==> src/rtl/usb_slave_fifo_writer.sv <==
// usb_slave_fifo_writer
// Drains the merged 16-bit sample stream into an FX2-style synchronous slave FIFO
// (IN endpoint, AUTOIN). A small skid buffer absorbs the full-flag latency. Short
// packets are committed with PKTEND on a flush request or after an idle timeout.
//
// Ports:
//   clk, reset_n     system/IFCLK clock, asynchronous active-low reset
//   din, din_en      upstream word and its valid (one word per cycle)
//   buf_afull        upstream throttle, buffer count >= depth-4
//   flush_req        pulse: commit the current partial packet
//   usb_full_n       slave FIFO full flag (0 = full)
//   usb_fd           slave FIFO data bus (registered)
//   usb_slwr_n       write strobe, active-low (registered)
//   usb_pktend_n     packet-end strobe, active-low (registered)
//   usb_fifoadr      endpoint select, constant EP_ADDR (registered)
//   overflow_err     sticky: a din_en word was dropped
//   words_written    count of strobed words since reset, wraps
module usb_slave_fifo_writer #(
   parameter int unsigned DATA_WIDTH  = 16,
   parameter int unsigned BUF_AW      = 4,
   parameter int unsigned PKT_WORDS   = 256,
   parameter int unsigned TIMEOUT_CYC = 4096,
   parameter logic [1:0]  EP_ADDR     = 2'b10
) (
   input  logic                  clk,
   input  logic                  reset_n,
   input  logic [DATA_WIDTH-1:0] din,
   input  logic                  din_en,
   output logic                  buf_afull,
   input  logic                  flush_req,
   input  logic                  usb_full_n,
   output logic [DATA_WIDTH-1:0] usb_fd,
   output logic                  usb_slwr_n,
   output logic                  usb_pktend_n,
   output logic [1:0]            usb_fifoadr,
   output logic                  overflow_err,
   output logic [31:0]           words_written
);

   localparam int unsigned BufDepth = 2 ** BUF_AW;
   localparam int unsigned PktAw    = $clog2(PKT_WORDS);
   localparam int unsigned IdleW    = (TIMEOUT_CYC > 1) ? $clog2(TIMEOUT_CYC) : 1;

   localparam logic [BUF_AW:0]  CntFull  = (BUF_AW + 1)'(BufDepth);
   localparam logic [BUF_AW:0]  CntAfull = (BUF_AW + 1)'(BufDepth - 4);
   localparam logic [IdleW-1:0] IdleMax  = IdleW'(TIMEOUT_CYC - 1);

   typedef enum logic [1:0] {StIdle, StWrite, StGap, StPktend} state_e;

   state_e                state_q, state_d;
   logic [DATA_WIDTH-1:0] mem_q [BufDepth];
   logic [BUF_AW-1:0]     wr_ptr_q, wr_ptr_d, rd_ptr_q, rd_ptr_d;
   logic [BUF_AW:0]       count_q, count_d;
   logic [PktAw-1:0]      pkt_cnt_q, pkt_cnt_d;
   logic [IdleW-1:0]      idle_cnt_q, idle_cnt_d;
   logic                  flush_pend_q, flush_pend_d;
   logic                  gap_q, gap_d;
   logic [DATA_WIDTH-1:0] usb_fd_q, usb_fd_d;
   logic                  slwr_n_q, slwr_n_d;
   logic                  pktend_n_q, pktend_n_d;
   logic [1:0]            fifoadr_q;
   logic                  overflow_q, overflow_d;
   logic [31:0]           words_q, words_d;

   logic buf_empty, buf_full, can_pop, pop, push, flush_clr, idle_timeout;

   assign buf_empty    = (count_q == '0);
   assign buf_full     = (count_q == CntFull);
   assign can_pop      = !buf_empty && usb_full_n;
   assign idle_timeout = (idle_cnt_q == IdleMax);
   // A pop in the same cycle frees the slot, so a push at full is still accepted.
   assign push         = din_en && (!buf_full || pop);

   always_comb begin
      state_d    = state_q;
      gap_d      = gap_q;
      pop        = 1'b0;
      flush_clr  = 1'b0;
      slwr_n_d   = 1'b1;
      pktend_n_d = 1'b1;
      usb_fd_d   = usb_fd_q;
      pkt_cnt_d  = pkt_cnt_q;

      unique case (state_q)
         StIdle: begin
            if (can_pop) begin
               pop     = 1'b1;
               state_d = StWrite;
            end else if (buf_empty && (pkt_cnt_q != '0) && (flush_pend_q || idle_timeout)) begin
               pktend_n_d = 1'b0;
               state_d    = StPktend;
            end else if (buf_empty && flush_pend_q && (pkt_cnt_q == '0)) begin
               // Nothing to commit: drop the request rather than send a zero-length packet.
               flush_clr = 1'b1;
            end
         end
         StWrite: begin
            // pkt_cnt_q counts the word now on the bus; zero means it closed a packet.
            if (pkt_cnt_q == '0) begin
               gap_d   = 1'b0;
               state_d = StGap;
            end else if (can_pop) begin
               pop = 1'b1;
            end else begin
               state_d = StIdle;
            end
         end
         StGap: begin
            if (gap_q) begin
               state_d = StIdle;
            end else begin
               gap_d = 1'b1;
            end
         end
         StPktend: begin
            pkt_cnt_d = '0;
            gap_d     = 1'b0;
            state_d   = StGap;
         end
         default: state_d = StIdle;
      endcase

      if (pop) begin
         usb_fd_d  = mem_q[rd_ptr_q];
         slwr_n_d  = 1'b0;
         pkt_cnt_d = pkt_cnt_q + PktAw'(1);
      end
   end

   always_comb begin
      wr_ptr_d = push ? wr_ptr_q + BUF_AW'(1) : wr_ptr_q;
      rd_ptr_d = pop ? rd_ptr_q + BUF_AW'(1) : rd_ptr_q;
      count_d  = count_q;
      if (push && !pop) begin
         count_d = count_q + (BUF_AW + 1)'(1);
      end else if (pop && !push) begin
         count_d = count_q - (BUF_AW + 1)'(1);
      end

      if (flush_pend_q) begin
         flush_pend_d = !(flush_clr || (state_q == StPktend));
      end else begin
         flush_pend_d = flush_req;
      end

      idle_cnt_d = idle_cnt_q;
      if (push || pop || (state_q == StPktend)) begin
         idle_cnt_d = '0;
      end else if (buf_empty && (pkt_cnt_q != '0) && !idle_timeout) begin
         idle_cnt_d = idle_cnt_q + IdleW'(1);
      end

      overflow_d = overflow_q || (din_en && buf_full && !pop);
      words_d    = slwr_n_q ? words_q : words_q + 32'd1;
   end

   // Buffer storage needs no reset; the pointers define validity.
   always_ff @(posedge clk) begin
      if (push) begin
         mem_q[wr_ptr_q] <= din;
      end
   end

   always_ff @(posedge clk or negedge reset_n) begin
      if (!reset_n) begin
         state_q      <= StIdle;
         wr_ptr_q     <= '0;
         rd_ptr_q     <= '0;
         count_q      <= '0;
         pkt_cnt_q    <= '0;
         idle_cnt_q   <= '0;
         flush_pend_q <= 1'b0;
         gap_q        <= 1'b0;
         usb_fd_q     <= '0;
         slwr_n_q     <= 1'b1;
         pktend_n_q   <= 1'b1;
         fifoadr_q    <= EP_ADDR;
         overflow_q   <= 1'b0;
         words_q      <= '0;
      end else begin
         state_q      <= state_d;
         wr_ptr_q     <= wr_ptr_d;
         rd_ptr_q     <= rd_ptr_d;
         count_q      <= count_d;
         pkt_cnt_q    <= pkt_cnt_d;
         idle_cnt_q   <= idle_cnt_d;
         flush_pend_q <= flush_pend_d;
         gap_q        <= gap_d;
         usb_fd_q     <= usb_fd_d;
         slwr_n_q     <= slwr_n_d;
         pktend_n_q   <= pktend_n_d;
         fifoadr_q    <= EP_ADDR;
         overflow_q   <= overflow_d;
         words_q      <= words_d;
      end
   end

   assign buf_afull     = (count_q >= CntAfull);
   assign usb_fd        = usb_fd_q;
   assign usb_slwr_n    = slwr_n_q;
   assign usb_pktend_n  = pktend_n_q;
   assign usb_fifoadr   = fifoadr_q;
   assign overflow_err  = overflow_q;
   assign words_written = words_q;

endmodule
==> config.mk <==
export PLATFORM = sky130hd
export DESIGN_NAME = usb_slave_fifo_writer
export DESIGN_NICKNAME = d
export VERILOG_FILES = /design/src/rtl/usb_slave_fifo_writer.sv
export SDC_FILE = /design/constraint.sdc
export NUM_CORES = 1
export LEC_CHECK = 0
export ABC_AREA = 1
export CAP_MARGIN = 5
export CORE_MARGIN = 2
export CORE_UTILIZATION = 50
export CTS_CLUSTER_SIZE = 25
export DETAILED_ROUTE_END_ITERATION = 10
export HOLD_SLACK_MARGIN = 0.06
export PLACE_DENSITY_LB_ADDON = 0.05
export SLEW_MARGIN = 10
export SYNTH_ARGS = -nofsm -noshare
export SYNTH_HDL_FRONTEND = slang
export SYNTH_SLANG_ARGS = --single-unit
==> constraint.sdc <==
create_clock -name clk -period 6.2 [get_ports clk]
set_input_delay 1.86 -clock clk [delete_from_list [all_inputs] [get_ports clk]]
set_output_delay 1.86 -clock clk [all_outputs]
set_load 0.05 [all_outputs]
Yosys cells after proc, flatten, opt, wreduce, memory -nomap -nowiden
Memory sizes are Yosys's and may differ from the RTL's. A register that Yosys moved wholly into a read port is not among the register bits.
Index checks and enable logic that the tools add are counted.
{ "totals": {"ram_bits": 256, "n_memories": 1, "out_inout_bits": 54, "reg_bits": 72, "input_bits": 21, "elab_cells": 92} }
{ "memory_table": {"columns": ["memory", "words", "width", "rd", "rd_clocked_by_memory_dff", "write_ports", "line", "text"], "rows": [
  ["mem_q", 16, 16, 1, 1, 1, "51", "logic [DATA_WIDTH-1:0] mem_q [BufDepth];"]
]} }
{ "classes": {"n_lt_le_gt_ge": 1, "n_reduce_logical": 34, "muxes": 28, "addsub": 7, "eq_ne": 9} }
{ "op_table": {"columns": ["cell", "count"], "rows": [
  ["32-bit by 1-bit adder with 32-bit output (second input constant)", 1],
  ["12-bit two-way mux", 2],
  ["8-bit two-way mux", 2],
  ["1-bit two-way mux", 14],
  ["12-bit by 1-bit adder with 12-bit output (second input constant)", 1],
  ["12-bit == test (second input constant)", 1],
  ["1-bit logical AND", 11],
  ["2-bit two-way mux", 5],
  ["5-bit two-way mux", 2],
  ["4-bit by 1-bit adder with 4-bit output (second input constant)", 2],
  ["8-bit by 1-bit adder with 8-bit output (second input constant)", 1],
  ["8-bit logical NOT", 1],
  ["2-bit one-hot mux with 4 select lines", 1],
  ["8-bit nonzero test", 1],
  ["1-bit logical NOT", 7],
  ["1-bit logical OR", 6],
  ["3-bit inequality test (second input constant)", 2],
  ["2-bit nonzero test", 3],
  ["5-bit by 1-bit adder with 5-bit output (second input constant)", 1],
  ["5-bit == test (second input constant)", 1],
  ["5-bit by 4-bit greater-or-equal comparator with 1-bit output (second input constant)", 1],
  ["5-bit logical NOT", 1],
  ["5-bit by 1-bit subtractor with 5-bit output (second input constant)", 1],
  ["2-bit == test (second input constant)", 2],
  ["other kinds (8)", 9]
]} }

Longest topological paths before layout
{ "logic_depth": {"word_depth": 12, "ltp_mapped": 18, "depth_no_buf": 17} }

Worst setup path before layout
OpenSTA, ideal clock, no wires.
{ "synth_path": {"path_type": "input to register", "start": "input port usb_full_n", "end": "register count_q[4]", "path_slack_ps": 2522, "arrival_ps": 3546, "stages": 15, "path_buffers": 1, "required_ps": 6067, "setup_time_ps": 133, "path_cell_list": "nand2_1 > inv_1 > nand3_2 > nand2_2 > nand2_2 > buf_2 > inv_1 > ha_1 > inv_1 > fa_1 > a21oi_1 > o21bai_1 > xor2_1 > nand2_1 > o21ai_0"} }
{ "synth_via": {"elab_chain_cells": 9, "word_cells_on_any_way": 12, "classes_between": "mux (4); reduce/logical (8)"} }
{ "synth_rtl": {"columns": ["element", "line", "text"], "rows": [
  ["start: declaration", "31", "input logic usb_full_n,"],
  ["1-bit logical AND (*)", "69", "assign can_pop = !buf_empty && usb_full_n;"],
  ["1-bit two-way mux (*)", "86, 102", null],
  ["1-bit two-way mux", "99", "if (pkt_cnt_q == '0) begin"],
  ["1-bit one-hot mux with 2 select lines (*)", "84", "unique case (state_q)"],
  ["1-bit logical OR (*)", "72", "assign push = din_en && (!buf_full || pop);"],
  ["1-bit logical AND (*)", "72", null],
  ["named net push", "65", "logic buf_empty, buf_full, can_pop, pop, push, flush_clr, idle_timeout;"],
  ["1-bit logical NOT", "136", "end else if (pop && !push) begin"],
  ["1-bit logical AND", "136", null],
  ["2-bit nonzero test (no line)", null, null],
  ["end signal: assignment", "184", "count_q <= count_d;"],
  ["end: declaration", "53", "logic [BUF_AW:0] count_q, count_d;"]
]} }
Mark *: on every way through the listed nets, which the timed path passes. The rest lies on a longest branch.
A chain may end at the register's enable or synchronous reset.

Worst setup path in the final report
Same ends and word-level chain as after synthesis.

==> run metrics <==
filler instances=2,689; combined area of the multi-input logic cells=4810 µm²; maximum vdd drop=0.000242 V; wire length of the first global-routing pass=57,000 µm; root buffer cell=clkbuf_16; CP Class=input pin to flip-flop; CP Buf/Inv Count=4; setup repair after global routing missed its margin=false; netlist area before placement=15,400 µm²; power per standard cell area=447 nW/µm²; final count of hold timing violations=0; number of primary I/O pins=75; timing endpoint of the critical path=count_q[4]$_DFFE_PN0P_; global placement routability congestion=0.839; crit path max fanout=22; final-layout setup total negative slack=0 ps; number of clock buffers inserted by TritonCTS=38; share of the core filled with cells in the final layout=0.579; period utilisation layout=0.646; Post-Place Cells=1,993; min Tclk post-route=4010 ps; final worst-path setup slack=2190 ps; number of core rows=64; register area share after synthesis=0.643; Max Clock Skew=20.9 ps; worst slack at placement=1640 ps; number of global-route vias before repair=10.4k; number of H-tree levels=2; final std cell area, no fill=17,600 µm²; DIE AREA=32,200 µm²; Clock Sinks=344; insertion delay to the later sink of the worst-skew pair=530 ps; cell area after placement=16,400 µm²; number of antenna violations at the first check in global routing=0; die boundary height=179 µm; Finished Layout Cells=2,060; slew at the pin closest to its max-slew limit=1060 ps; synthesis warning total=0; cts repair resizes=0; core box area=30,400 µm²; sequential cell area=9900 µm²; Mean Syn Cell Area=9.72 µm²; launch point of the critical path=usb_full_n; Top Family by Delay on Critical Path=buffers and inverters; result of the run=complete, no violations; count of routing violations after the opening detailed-route iteration=819; Hold/Removal Path Class=flip-flop to flip-flop; critical path, cell by cell=clkdlybuf4s50_1 > nand2_1 > inv_1 > nand3_2 > nand2_2 > nand2_2 > inv_1 > ha_1 > inv_1 > fa_1 > a21oi_1 > o21bai_1 > xor2_1 > nand2_1 > o21ai_0; kind of launch point of the worst setup path=input pin; most frequent CP cell=inv_1; post-detailed-route wirelength per cell=17.4 µm; number of slew-limit violations in the final report=0; most common library cell in the layout ignoring fill and taps=nand2_1; number of detailed-routing iterations run before antenna repair=5; signal arrival time at the worst endpoint=4410 ps; number of nets in the layout=1,673; depth of the worst register-to-register path=10; # hold bufs at CTS=0; post-CTS clock slew at the launch and capture registers of the worst setup and hold paths=60 ps; buffers from clock root to sink, at most=3; Die X=179 µm; minimum setup slack among reg-to-reg paths=2740 ps; Critical Path RT=6600 ps; Post-CTS Setup Repair Bufs=0; total wire length after detailed routing=35,800 µm; number of I/O port buffers=72; logic depth of the worst setup path including buffers=15; Pleak=7.18 nW; kind of end point of the critical path=flip-flop; worst-case headroom to the max-slew limit=0.293; DRC viols=0; highest-count cells in the layout ignoring fill and taps=nand2_1, edfxtp_1, nand3_1; proportion of layout cells with a drive suffix above 1=0.0649; number of cells produced by synthesis=1,583; syn nets=1,619; #FFs+latches synth=344; largest net degree at the start of global routing=88; critical register-to-register path startpoint=rd_ptr_q[0]$_DFFE_PN0P_; setup violation total in the final timing report=0; largest incremental delay on the critical path=470 ps; capture instance of the worst register-to-register path=usb_fd[13]$_DFFE_PN0P_; number of vias after detailed routing=10.6k; Layout Area Growth over Synthesis=14.4%; number of nets still failing antenna checks after routing=0; count of unique library cells instantiated by Yosys=36; crit path max-delay cell type=clkdlybuf4s50_1; total inserted antenna cells=0; average via count per standard cell=5.17; GR Util All Layers=0.222; Starting Density=0.506; count of maximum capacitance violations=0; TritonCTS clock tree=done; Overflow after GRT=0; detailed placement HPWL=23,000 µm; highest attainable clock frequency=0.250 GHz
metrics by stage:
step / hold slack [ps] / total power, mW
5_1_grt: 516 / 8.33
3_3_place_gp: 463 / 5.68
2_1_floorplan: 493 / 4.84
6_report: 483 / 7.86
4_1_cts: 484 / 7.92
3_5_place_dp: 472 / 5.70
Yosys cell counts:
cell type / count / area share
a21oi_1: 5 / 0.0016
buf_1: 12 / 0.0029
buf_2: 36 / 0.012
buf_4: 5 / 0.0024
buf_6: 3 / 0.0022
clkbuf_1: 10 / 0.0024
clkinv_1: 1 / 0.00024
conb_1: 2 / 0.00049
dfrtp_1: 86 / 0.14
dfstp_2: 2 / 0.0034
edfxtp_1: 256 / 0.50
fa_1: 1 / 0.0013
ha_1: 14 / 0.011
inv_1: 100 / 0.024
inv_2: 3 / 0.00073
mux2_2: 1 / 0.00073
nand2_1: 599 / 0.15
nand2_2: 4 / 0.0016
nand3_1: 153 / 0.050
nand3_2: 3 / 0.0020
nand3b_1: 6 / 0.0029
nand4_1: 10 / 0.0041
nand4_2: 1 / 0.00081
nor2_1: 150 / 0.037
nor2_2: 3 / 0.0012
nor2_4: 2 / 0.0015
nor3_1: 11 / 0.0036
nor3_4: 2 / 0.0021
o21ai_0: 49 / 0.016
o21ai_1: 11 / 0.0036
o21bai_1: 3 / 0.0015
o21bai_2: 1 / 0.00073
o22ai_1: 4 / 0.0016
or2_2: 2 / 0.00081
xnor2_1: 13 / 0.0074
xor2_1: 19 / 0.011
metal layers:
metal	wire (µm)	GRT usage	share of wire	vias up
li1	-	-	-	5288
met1	16000	0.301	0.45	5037
met2	17500	0.372	0.49	261
met3	1550	0.0348	0.043	54
met4	760	0.0660	0.021	0
met5	0	0	0	-
worst register-to-register path, stage by stage (launching register included):
cell and delay (ps):
dfrtp_4 810, clkinv_2 960, buf_4 670, nand2_1 170, nand2_1 60, nand2_1 70, nand3_1 120, nand3_1 140
nand2_1 190, nand2_1 100, nand2_1 60
area by class of cell:
class / instances / share of cell area
Tap cell: 396 / 0.0281
Sequential cell: 344 / 0.562
Timing Repair Buffer: 80 / 0.0442
Inverter: 104 / 0.0222
Multi-Input combinational cell: 1069 / 0.273
Clock inverter: 21 / 0.0119
Clock buffer: 46 / 0.0581
logic make-up (layout without fill, tap and decap cells):
family / after synthesis / count (layout) / share of synthesized area
AOI/OAI and AO/OA: 73 / 73 / 0.0250
xor gates and xnor gates: 32 / 32 / 0.0182
adders and majority gates: 15 / 15 / 0.0127
buffers and inverters: 170 / 251 / 0.0471
DFF: 344 / 344 / 0.643
muxes: 1 / 1 / 0.000732
other: 2 / 2 / 0.000488
and+or+nand+nor: 946 / 946 / 0.253
report_power, final:
group	internal [mW]	switching, mW	leakage, nW	total [mW]
clock network	1.31	0.913	0.599	2.22
registers	2.77	0.255	3.46	3.02
logic	0.761	1.86	3.12	2.62
total	4.84	3.03	7.18	7.86
flip-flops by register name (all words and copies together), names as in the netlist, 2 cells and up:
name,cells
idle_cnt_q,12
rd_ptr_q,4
pkt_cnt_q,8
usb_fd,16
words_written,32
mem_q,256
wr_ptr_q,4
state_q,2
count_q,5
worst min path at each step:
| stage | depth (start not counted) | start | slack (ps) | to |
|---|---|---|---|---|
| final | 2 | usb_fd[5]$_DFFE_PN0P_ | 480 | usb_fd[5]$_DFFE_PN0P_ |
| after global routing | 2 | usb_fd[1]$_DFFE_PN0P_ | 520 | usb_fd[1]$_DFFE_PN0P_ |
| after CTS | 2 | usb_fd[5]$_DFFE_PN0P_ | 480 | usb_fd[5]$_DFFE_PN0P_ |
| after detailed placement | 2 | usb_fd[5]$_DFFE_PN0P_ | 470 | usb_fd[5]$_DFFE_PN0P_ |
| after global placement | 2 | usb_fd[9]$_DFFE_PN0P_ | 460 | usb_fd[9]$_DFFE_PN0P_ |
| after floorplan | 2 | idle_cnt_q[9]$_DFFE_PN0P_ | 490 | idle_cnt_q[9]$_DFFE_PN0P_ |
Note: power is estimated with default switching activity, not from simulation.
